==> src/rtl/y86_pkg.sv <==
// ---------------------------------------------------------------------------
// y86_pkg
// Shared Y86-64 encodings used by every pipeline register of the core:
// instruction codes, status codes and the "no register" ID.
// Ports: none (package).
// ---------------------------------------------------------------------------
package y86_pkg;

    // Instruction codes
    localparam logic [3:0] ICODE_HALT   = 4'h0;
    localparam logic [3:0] ICODE_NOP    = 4'h1;
    localparam logic [3:0] ICODE_RRMOVQ = 4'h2;
    localparam logic [3:0] ICODE_IRMOVQ = 4'h3;
    localparam logic [3:0] ICODE_RMMOVQ = 4'h4;
    localparam logic [3:0] ICODE_MRMOVQ = 4'h5;
    localparam logic [3:0] ICODE_OPQ    = 4'h6;
    localparam logic [3:0] ICODE_JXX    = 4'h7;
    localparam logic [3:0] ICODE_CALL   = 4'h8;
    localparam logic [3:0] ICODE_RET    = 4'h9;
    localparam logic [3:0] ICODE_PUSHQ  = 4'hA;
    localparam logic [3:0] ICODE_POPQ   = 4'hB;

    // Status codes
    localparam logic [2:0] STAT_AOK = 3'd1;
    localparam logic [2:0] STAT_HLT = 3'd2;
    localparam logic [2:0] STAT_ADR = 3'd3;
    localparam logic [2:0] STAT_INS = 3'd4;

    // Register ID meaning "no register"
    localparam logic [3:0] RNONE = 4'hF;

    // Pipeline-register action for one cycle, in priority order
    typedef enum logic [1:0] {
        PR_LOAD   = 2'd0,
        PR_STALL  = 2'd1,
        PR_BUBBLE = 2'd2
    } preg_act_e;

    // Resolve the per-cycle action: reset and bubble both load the NOP value,
    // stall holds, otherwise the register loads from decode.
    function automatic preg_act_e preg_action(input logic rst,
                                              input logic bubble,
                                              input logic stall);
        if (rst || bubble)
            return PR_BUBBLE;
        else if (stall)
            return PR_STALL;
        else
            return PR_LOAD;
    endfunction

endpackage

==> src/rtl/pipe_sat_cnt.sv <==
// ---------------------------------------------------------------------------
// pipe_sat_cnt
// Saturating up-counter with synchronous clear; sticks at all-ones.
// Ports:
//   clk  in   rising-edge clock
//   clr  in   synchronous clear (wins over en)
//   en   in   count enable
//   cnt  out  CNT_W-bit count value
// ---------------------------------------------------------------------------
module pipe_sat_cnt #(
    parameter int CNT_W = 32
) (
    input  logic             clk,
    input  logic             clr,
    input  logic             en,
    output logic [CNT_W-1:0] cnt
);

    // Increment that holds at the top value instead of wrapping
    function automatic logic [CNT_W-1:0] sat_inc(input logic [CNT_W-1:0] v);
        if (v == {CNT_W{1'b1}})
            return v;
        else
            return v + {{(CNT_W-1){1'b0}}, 1'b1};
    endfunction

    always_ff @(posedge clk) begin
        if (clr)
            cnt <= '0;
        else if (en)
            cnt <= sat_inc(cnt);
    end

endmodule

==> src/rtl/pipe_e_reg.sv <==
// ---------------------------------------------------------------------------
// pipe_e_reg
// Decode-to-execute pipeline register of the Y86-64 pipelined core with
// synchronous reset, stall (hold), bubble (NOP injection), a valid flag and
// a sticky control-error flag raised when stall and bubble collide.
//
// Optional feature: define PIPE_E_PERF_CNT_EN to add the saturating
// stall_cnt / bubble_cnt performance counters (CNT_W bits each).
//
// Ports:
//   clk, rst                 clock, synchronous active-high reset
//   e_stall, e_bubble        pipeline control (bubble wins over stall)
//   d_valid, d_stat, d_icode, d_ifun, d_valC, d_valA, d_valB,
//   d_srcA, d_srcB, d_dstE, d_dstM        decode-stage payload
//   e_valid, e_stat, e_icode, e_ifun, e_valC, e_valA, e_valB,
//   e_srcA, e_srcB, e_dstE, e_dstM        registered execute-stage payload
//   ctl_err                  sticky: stall and bubble were seen together
//   stall_cnt, bubble_cnt    (PIPE_E_PERF_CNT_EN only) performance counters
// ---------------------------------------------------------------------------
module pipe_e_reg
    import y86_pkg::*;
#(
    parameter int WORD_W = 64,
    parameter int REG_W  = 4,
    parameter int STAT_W = 3,
    parameter int CNT_W  = 32
) (
    input  logic              clk,
    input  logic              rst,
    input  logic              e_stall,
    input  logic              e_bubble,
    input  logic              d_valid,
    input  logic [STAT_W-1:0] d_stat,
    input  logic [3:0]        d_icode,
    input  logic [3:0]        d_ifun,
    input  logic [WORD_W-1:0] d_valC,
    input  logic [WORD_W-1:0] d_valA,
    input  logic [WORD_W-1:0] d_valB,
    input  logic [REG_W-1:0]  d_srcA,
    input  logic [REG_W-1:0]  d_srcB,
    input  logic [REG_W-1:0]  d_dstE,
    input  logic [REG_W-1:0]  d_dstM,
    output logic              e_valid,
    output logic [STAT_W-1:0] e_stat,
    output logic [3:0]        e_icode,
    output logic [3:0]        e_ifun,
    output logic [WORD_W-1:0] e_valC,
    output logic [WORD_W-1:0] e_valA,
    output logic [WORD_W-1:0] e_valB,
    output logic [REG_W-1:0]  e_srcA,
    output logic [REG_W-1:0]  e_srcB,
    output logic [REG_W-1:0]  e_dstE,
    output logic [REG_W-1:0]  e_dstM,
`ifdef PIPE_E_PERF_CNT_EN
    output logic [CNT_W-1:0]  stall_cnt,
    output logic [CNT_W-1:0]  bubble_cnt,
`endif
    output logic              ctl_err
);

    // Elaboration-time sanity checks on the configuration
    if (STAT_W < 3) begin : g_bad_stat_w
        $error("pipe_e_reg: STAT_W must be at least 3");
    end
    if (CNT_W < 1) begin : g_bad_cnt_w
        $error("pipe_e_reg: CNT_W must be at least 1");
    end

    preg_act_e act;

    assign act = preg_action(rst, e_bubble, e_stall);

    // ---- decode -> execute boundary ----
    // Bubble loads constants only, so X on d_* never reaches e_* during a
    // bubble; a stall keeps the old contents, so d_* is ignored there too.
    always_ff @(posedge clk) begin
        case (act)
            PR_BUBBLE: begin
                e_valid <= 1'b0;
                e_stat  <= STAT_W'(STAT_AOK);
                e_icode <= ICODE_NOP;
                e_ifun  <= 4'h0;
                e_valC  <= '0;
                e_valA  <= '0;
                e_valB  <= '0;
                e_srcA  <= '1;
                e_srcB  <= '1;
                e_dstE  <= '1;
                e_dstM  <= '1;
            end
            PR_LOAD: begin
                e_valid <= d_valid;
                e_stat  <= d_stat;
                e_icode <= d_icode;
                e_ifun  <= d_ifun;
                e_valC  <= d_valC;
                e_valA  <= d_valA;
                e_valB  <= d_valB;
                e_srcA  <= d_srcA;
                e_srcB  <= d_srcB;
                e_dstE  <= d_dstE;
                e_dstM  <= d_dstM;
            end
            default: begin
                // PR_STALL: hold every field, including e_valid
            end
        endcase
    end

    // Sticky control error: only reset clears it
    always_ff @(posedge clk) begin
        if (rst)
            ctl_err <= 1'b0;
        else if (e_stall && e_bubble)
            ctl_err <= 1'b1;
    end

`ifdef PIPE_E_PERF_CNT_EN
    // A stall that coincides with a bubble is counted as a bubble only.
    pipe_sat_cnt #(
        .CNT_W (CNT_W)
    ) u_stall_cnt (
        .clk (clk),
        .clr (rst),
        .en  (e_stall && !e_bubble),
        .cnt (stall_cnt)
    );

    pipe_sat_cnt #(
        .CNT_W (CNT_W)
    ) u_bubble_cnt (
        .clk (clk),
        .clr (rst),
        .en  (e_bubble),
        .cnt (bubble_cnt)
    );
`endif

endmodule

==> config.mk <==
export PLATFORM = sky130hd
export DESIGN_NAME = pipe_e_reg
export DESIGN_NICKNAME = d
export VERILOG_FILES = /design/src/rtl/y86_pkg.sv /design/src/rtl/pipe_sat_cnt.sv /design/src/rtl/pipe_e_reg.sv
export SDC_FILE = /design/constraint.sdc
export NUM_CORES = 1
export LEC_CHECK = 0
export BUFFER_PORTS_ARGS = -buffer_cell sky130_fd_sc_hd__clkbuf_2
export CORE_AREA = 2 2 174 176
export CTS_CLUSTER_DIAMETER = 80
export CTS_CLUSTER_SIZE = 24
export DETAILED_ROUTE_END_ITERATION = 8
export DIE_AREA = 0 0 176 178
export SLEW_MARGIN = 15
export SYNTH_ARGS = -nofsm -noshare
export SYNTH_HDL_FRONTEND = slang
export SYNTH_SLANG_ARGS = --single-unit
==> constraint.sdc <==
create_clock -name clk -period 15.2 [get_ports clk]
set_input_delay 3.04 -clock clk [delete_from_list [all_inputs] [get_ports clk]]
set_output_delay 3.04 -clock clk [all_outputs]
set_load 0.01 [all_outputs]
==> results.json, run 1 <==
{
  "crit_type": "input pin to register",
  "fillers": 2847,
  "critPathSlowestCell": "buf_4",
  "grt_pass1_wl_mm": 29.8,
  "hold_path_class": "register to register",
  "avgSynthCellArea_um2": 17.3,
  "crit_arrival_ns": 5.01,
  "cts_tree": "built",
  "finalSetupViolCount": 0,
  "synth_flop_cell": "edfxtp_1",
  "htreeDepth": 1,
  "syn_nets": 694,
  "globalRouteTotalUtil_pct": 12.4,
  "critPathMaxFanout": 82,
  "grt_antenna_before_repair": 0,
  "start_util_pct": 27.7,
  "dieArea_um2": 31300,
  "drt_pass1_iterations": 4,
  "synth_edf_count": 220,
  "finalSetupTns_ns": 0,
  "multiInputGateArea_um2": 1420,
  "drt_iter0_drc": 246,
  "finalWorstSetupSlack_ns": 10.30,
  "vias": 5222,
  "drtAntennaViolNets": 0,
  "maxCapViolCount": 0,
  "leakagePower_nw": 5.25,
  "ys_seq_area_share_pct": 81.3,
  "required_ns": 15.31,
  "io_buffers": 444,
  "powerDensity_nw_per_um2": 109,
  "drive_above_1_share_pct": 51.3,
  "die_h_um": 178,
  "endpoint_kind": "register",
  "max_stage_delay_ns": 0.92,
  "place_ws_ns": 9.72,
  "ys_seq_elements": 221,
  "wl_mm": 21.1,
  "fin_crit_ns": 4.90,
  "wl_per_cell_um": 16.1,
  "gp_congestion": 0.790,
  "start_kind": "input pin",
  "vias_per_cell": 4.00,
  "grt_max_degree": 113,
  "io_pins": 445,
  "ys_async_sr_fraction_pct": 0,
  "slew_violations": 0,
  "fin_crit_sh_pct": 32.2,
  "vdd_drop_max_uv": 79.3,
  "grt_overflow": 0,
  "drc": 0,
  "clkSlewWorstSetupHoldPaths_ns": 0.09,
  "hold_buffers": 0,
  "grt_pass1_vias": 5049,
  "rsz0062_at_grt": "no",
  "rows": 63,
  "seqCellArea_um2": 6630,
  "netlist.area_leader.share_pct": 81.0,
  "worst_pin_slew_ns": 1.08,
  "die_w_um": 176,
  "hpwl_mm": 15.5,
  "crit_chain": "clkbuf_2, nor2_1, nand2_4, buf_4",
  "path_buf_inv": 2,
  "synthCells": 470,
  "status": "complete, no violations",
  "syn2layout_area_growth_pct": 37.6,
  "cts_resized": 0,
  "synth_common_cells": "220 x edfxtp_1, 202 x and2_1, 20 x clkbuf_2",
  "numCtsBuffers": 14,
  "synth_cell_types": 11,
  "core_um2": 29400,
  "cts_max_path_buffers": 3,
  "synth.largest_area_cell": "edfxtp_1",
  "fin_skew_ns": 0,
  "cts_sinks": 221,
  "clk_latency_ns": 0.47,
  "nets": 1134,
  "num_antenna_cells": 0,
  "yosys-top-cells-area": "edfxtp_1 81%, and2_1 15%, nand2b_1 1.4%, clkbuf_2 1.2%, dfxtp_1 0.25%",
  "cts_root_buffer": "clkbuf_16",
  "hold_viol": 0,
  "cts_setup_buffers": 0,
  "max_freq_mhz": 204,
  "yosysMostFrequentCell": "edfxtp_1",
  "synth_area_um2": 8150,
  "yosysWarnings": 0,
  "crit_family": "buffers and inverters",
  "relSlewSlack_pct": 28.0
}
==> final cells by class <==
type | count | share of cell area [%]
tap | 390 | 4.35
sequential | 221 | 59.1
multi-input combinational | 225 | 12.6
clock inverter | 7 | 0.558
timing repair buffer | 448 | 20.1
clock buffer | 15 | 3.35
==> final timing paths <==
path	from	endpoint	slack (ns)	cells after the start
worst min-delay path	ctl_err$_SDFFE_PP0P_	ctl_err$_SDFFE_PP0P_	0.49	2
worst max-delay path	rst	e_valC[54]$_SDFFCE_PP0P_	10.30	4
worst min register to register	ctl_err$_SDFFE_PP0P_	ctl_err$_SDFFE_PP0P_	0.49	2
worst max register to register	ctl_err$_SDFFE_PP0P_	ctl_err$_SDFFE_PP0P_	14.63	2
==> per-layer routing <==
metal	track usage, %	up-vias	share of wire, %
li1	-	2504	-
met1	15.5	2460	40
met2	21.2	229	49
met3	2.98	29	7.1
met4	4.30	0	3.3
met5	0	-	0
==> per-stage QoR <==
step / cells / total power (W) / hold slack, ns / utilization [%] / cell area [um2]
6_report: 1306 / 0.00122 / 0.490 / 38.2 / 11200
5_1_grt: 1306 / 0.00128 / 0.542 / 38.2 / 11200
4_1_cts: 1306 / 0.00124 / 0.493 / 38.2 / 11200
3_5_place_dp: 1284 / 0.000846 / 0.471 / 36.7 / 10800
3_3_place_gp: 1284 / 0.000845 / 0.455 / 36.7 / 10800
2_1_floorplan: 470 / 0.000777 / 0.502 / - / 8150
==> where the power goes <==
group / leakage [nW] / total (W) / internal, W / switching [W]
Combinational: 2.55 / 0.000112 / 0.0000515 / 0.0000606
Clock: 0.214 / 0.000393 / 0.000185 / 0.000209
Sequential: 2.49 / 0.000718 / 0.000707 / 0.0000109
Total: 5.25 / 0.00122 / 0.000943 / 0.000280
==> state kept, by name (all words and copies together), names as in the netlist <==
register / cells
e_valA: 64
e_valB: 64
e_valC: 64
e_dstE: 4
e_dstM: 4
e_icode: 4
e_ifun: 4
e_srcA: 4
e_srcB: 4
e_stat: 3
ctl_err: 1
e_valid: 1
==> worst register-to-register path: cells and delay by family (launching register included) <==
family / cells / cell delay [ns]
AOI/OAI and AO/OA: 1 / 0.11
and+or+nand+nor: 1 / 0.05
DFF: 1 / 0.32
==> kinds of logic (layout without fill, tap and decap cells) <==
family / Yosys count / in the layout / synth area share (%)
buffers and inverters: 24 / 470 / 1.53
and+or+nand+nor: 224 / 224 / 17.1
DFF: 221 / 221 / 81.3
AOI/OAI and AO/OA: 1 / 1 / 0.0613
==> cells in the final DEF (no fill, tap or decap) <==
master,synthesis,routed
nor3_4,0,1
dfxtp_1,1,1
buf_4,2,4
clkinv_8,0,2
and2_1,202,202
nand2b_1,18,18
clkinv_1,0,2
clkbuf_16,0,15
clkinv_2,0,1
inv_6,0,1
clkbuf_2,20,444
edfxtp_1,220,220
nor2_1,2,2
nand2_4,0,1
clkinv_4,0,1
a21oi_1,1,1
Power figures use the tool's default switching activity.
==> run 2, diff against run 1 <==
- ABC_AREA: not set -> 1
- CORE_AREA: 2 2 174 176 -> 2 2 172 174
- DIE_AREA: 0 0 176 178 -> 0 0 174 176
- clock period: 15.2 -> 4.4 ns (I/O delays scaled with it)
==> results.json, run 2 <==
{
  "status": "complete, no violations",
  "drt_iter0_drc": 411,
  "vias_per_cell": 3.98,
  "layout_common_cells": "444 x clkbuf_2, 220 x edfxtp_1, 203 x inv_1",
  "synthAdderAreaFrac_pct": 0,
  "io_buffers": 444,
  "reg2reg_depth": 2,
  "core_um2": 28500,
  "drive_above_1_share_pct": 45.7,
  "yosysWarnings": 0,
  "numCtsBuffers": 14,
  "multiInputGateArea_um2": 1050,
  "reg2reg_slack_ns": 3.77,
  "final_common_cell": "clkbuf_2",
  "clkSlewWorstSetupHoldPaths_ns": 0.10,
  "wl_per_cell_um": 14.5,
  "fin_crit_sh_pct": 57.1,
  "synth_compound_area_share_pct": 0.0578,
  "ys_seq_elements": 221,
  "io_pins": 445,
  "fillers": 2829,
  "start_util_pct": 30.3,
  "globalRouteTotalUtil_pct": 13.5,
  "avgSynthCellArea_um2": 12.8,
  "crit_type": "input pin to register",
  "holdPathEnd": "ctl_err$_SDFFE_PP0P_",
  "relSlewSlack_pct": 34.0,
  "max_freq_mhz": 398,
  "rows": 62,
  "fin_crit_ns": 2.51,
  "rsz0062_at_grt": "no",
  "ys_async_sr_fraction_pct": 0,
  "cts_tree": "built",
  "required_ns": 4.56,
  "synth_top_family_by_area": "buffers and inverters",
  "syn_nets": 899,
  "synth_cell_types": 12,
  "powerDensity_nw_per_um2": 367,
  "cts_root_buffer": "clkbuf_16",
  "yosysMostFrequentCell": "edfxtp_1",
  "timing.rr.end": "ctl_err$_SDFFE_PP0P_",
  "hold_buffers": 0,
  "clk_latency_ns": 0.48,
  "synth_area_um2": 8660,
  "synth_simple_gate_area_share_pct": 11.7,
  "hpwl_mm": 16.3,
  "seqCellArea_um2": 6630,
  "maxCapViolCount": 0,
  "synth_flop_cell": "edfxtp_1",
  "ys_seq_area_share_pct": 76.5,
  "synth_common_cells": "220 x edfxtp_1, 203 x inv_1, 163 x nor2_1",
  "slew_violations": 0,
  "finalWorstSetupSlack_ns": 1.89,
  "place_ws_ns": 1.36,
  "gp_congestion": 0.829,
  "grt_overflow": 0,
  "grt_pass1_wl_mm": 32.4,
  "post-route-util_pct": 40.8,
  "syn2layout_area_growth_pct": 34.4,
  "grt_max_degree": 141,
  "synthCells": 675,
  "synth.largest_area_cell": "edfxtp_1",
  "synth_xor_area_share_pct": 0,
  "synth_edf_count": 220,
  "fin_skew_ns": 0,
  "hold_path_class": "register to register",
  "die_h_um": 176,
  "vias": 6000,
  "cts_resized": 0,
  "nets": 1338,
  "grt_pass1_vias": 5994,
  "start_kind": "input pin",
  "drc": 0,
  "min-delay-start": "ctl_err$_SDFFE_PP0P_",
  "dieArea_um2": 30600,
  "htreeDepth": 1,
  "drt_pass1_iterations": 5,
  "worst_pin_slew_ns": 0.991,
  "synth_mux_area_share_pct": 0,
  "netlist.area_leader.share_pct": 76.3,
  "critPathMaxFanout": 85,
  "leakagePower_nw": 6.18,
  "grt_antenna_before_repair": 1,
  "top_regs": "e_valA (64), e_valB (64), e_valC (64)",
  "cts_setup_buffers": 0,
  "vdd_drop_max_uv": 254,
  "drtAntennaViolNets": 0,
  "crit_arrival_ns": 2.67,
  "endpoint_kind": "register",
  "total_power_w": 0.00427,
  "hold_viol": 0,
  "cts_sinks": 221,
  "die_w_um": 174,
  "whs_path_depth": 2,
  "yosys-top-cells-area": "edfxtp_1 76%, inv_1 8.8%, nor2_1 7.1%, nor2_2 2.9%, buf_6 2.6%",
  "finalSetupTns_ns": 0,
  "timing.rr.start": "ctl_err$_SDFFE_PP0P_",
  "cts_max_path_buffers": 3,
  "finalSetupViolCount": 0,
  "wl_mm": 21.8
}
-- run 2: logic make-up (layout without fill, tap and decap cells) --
| kind of cell | count (synthesis) | in the layout |
|---|---|---|
| buffers and inverters | 229 | 675 |
| AND/OR/NAND/NOR | 224 | 224 |
| flip-flops | 221 | 221 |
| AO/OA/AOI/OAI | 1 | 1 |
| other | 0 | 1 |
-- run 2: worst max-delay path by stage --
stage | to | start | depth (start not counted) | slack [ns]
4_1_cts | e_valA[42]$_SDFFCE_PP0P_ | rst | 5 | 1.90
2_1_floorplan | e_dstE[0]$_SDFFCE_PP1P_ | rst | 4 | 1.20
6_report | e_valA[56]$_SDFFCE_PP0P_ | rst | 4 | 1.89
3_3_place_gp | e_valA[56]$_SDFFCE_PP0P_ | rst | 4 | 1.40
3_5_place_dp | e_valA[39]$_SDFFCE_PP0P_ | rst | 5 | 1.36
5_1_grt | e_valB[23]$_SDFFCE_PP0P_ | rst | 4 | 1.76
-- run 2: area by class of cell --
cell class	count	share of cell area, %
Clock inverter	7	0.495
Tap cell	384	4.13
Antenna cell	1	0.0215
Sequential cell	221	57.0
Multi-Input combinational cell	225	8.99
Clock buffer	16	3.26
Inverter	204	6.58
Timing Repair Buffer	448	19.6
-- run 2: power breakdown --
group	internal, W	leakage [nW]	switching, W
sequential	0.00244	2.49	0.0000366
clock	0.000640	0.211	0.000707
combinational	0.000184	3.48	0.000259
total	0.00326	6.18	0.00100
-- run 2: worst max-delay path, cell delays in order --
cell      delay (ns)
clkbuf_2        0.09
nor2_1          0.54
nand2_8         0.54
buf_4           0.54
-- run 2: per-layer routing --
| metal | track usage, % | up-vias | routed length (um) |
|---|---|---|---|
| li1 | - | 2931 | - |
| met1 | 16.3 | 2736 | 8510 |
| met2 | 23.6 | 304 | 10800 |
| met3 | 4.07 | 29 | 1950 |
| met4 | 3.85 | 0 | 537 |
| met5 | 0 | - | 0 |
-- run 2: metrics by stage --
stage / cells / hold WS (ns) / instance area (um2)
floorplan: 675 / 0.468 / 8670
detailed placement: 1482 / 0.476 / 11200
global route: 1505 / 0.524 / 11600
CTS: 1505 / 0.491 / 11600
global placement: 1482 / 0.443 / 11200
finish: 1506 / 0.488 / 11600
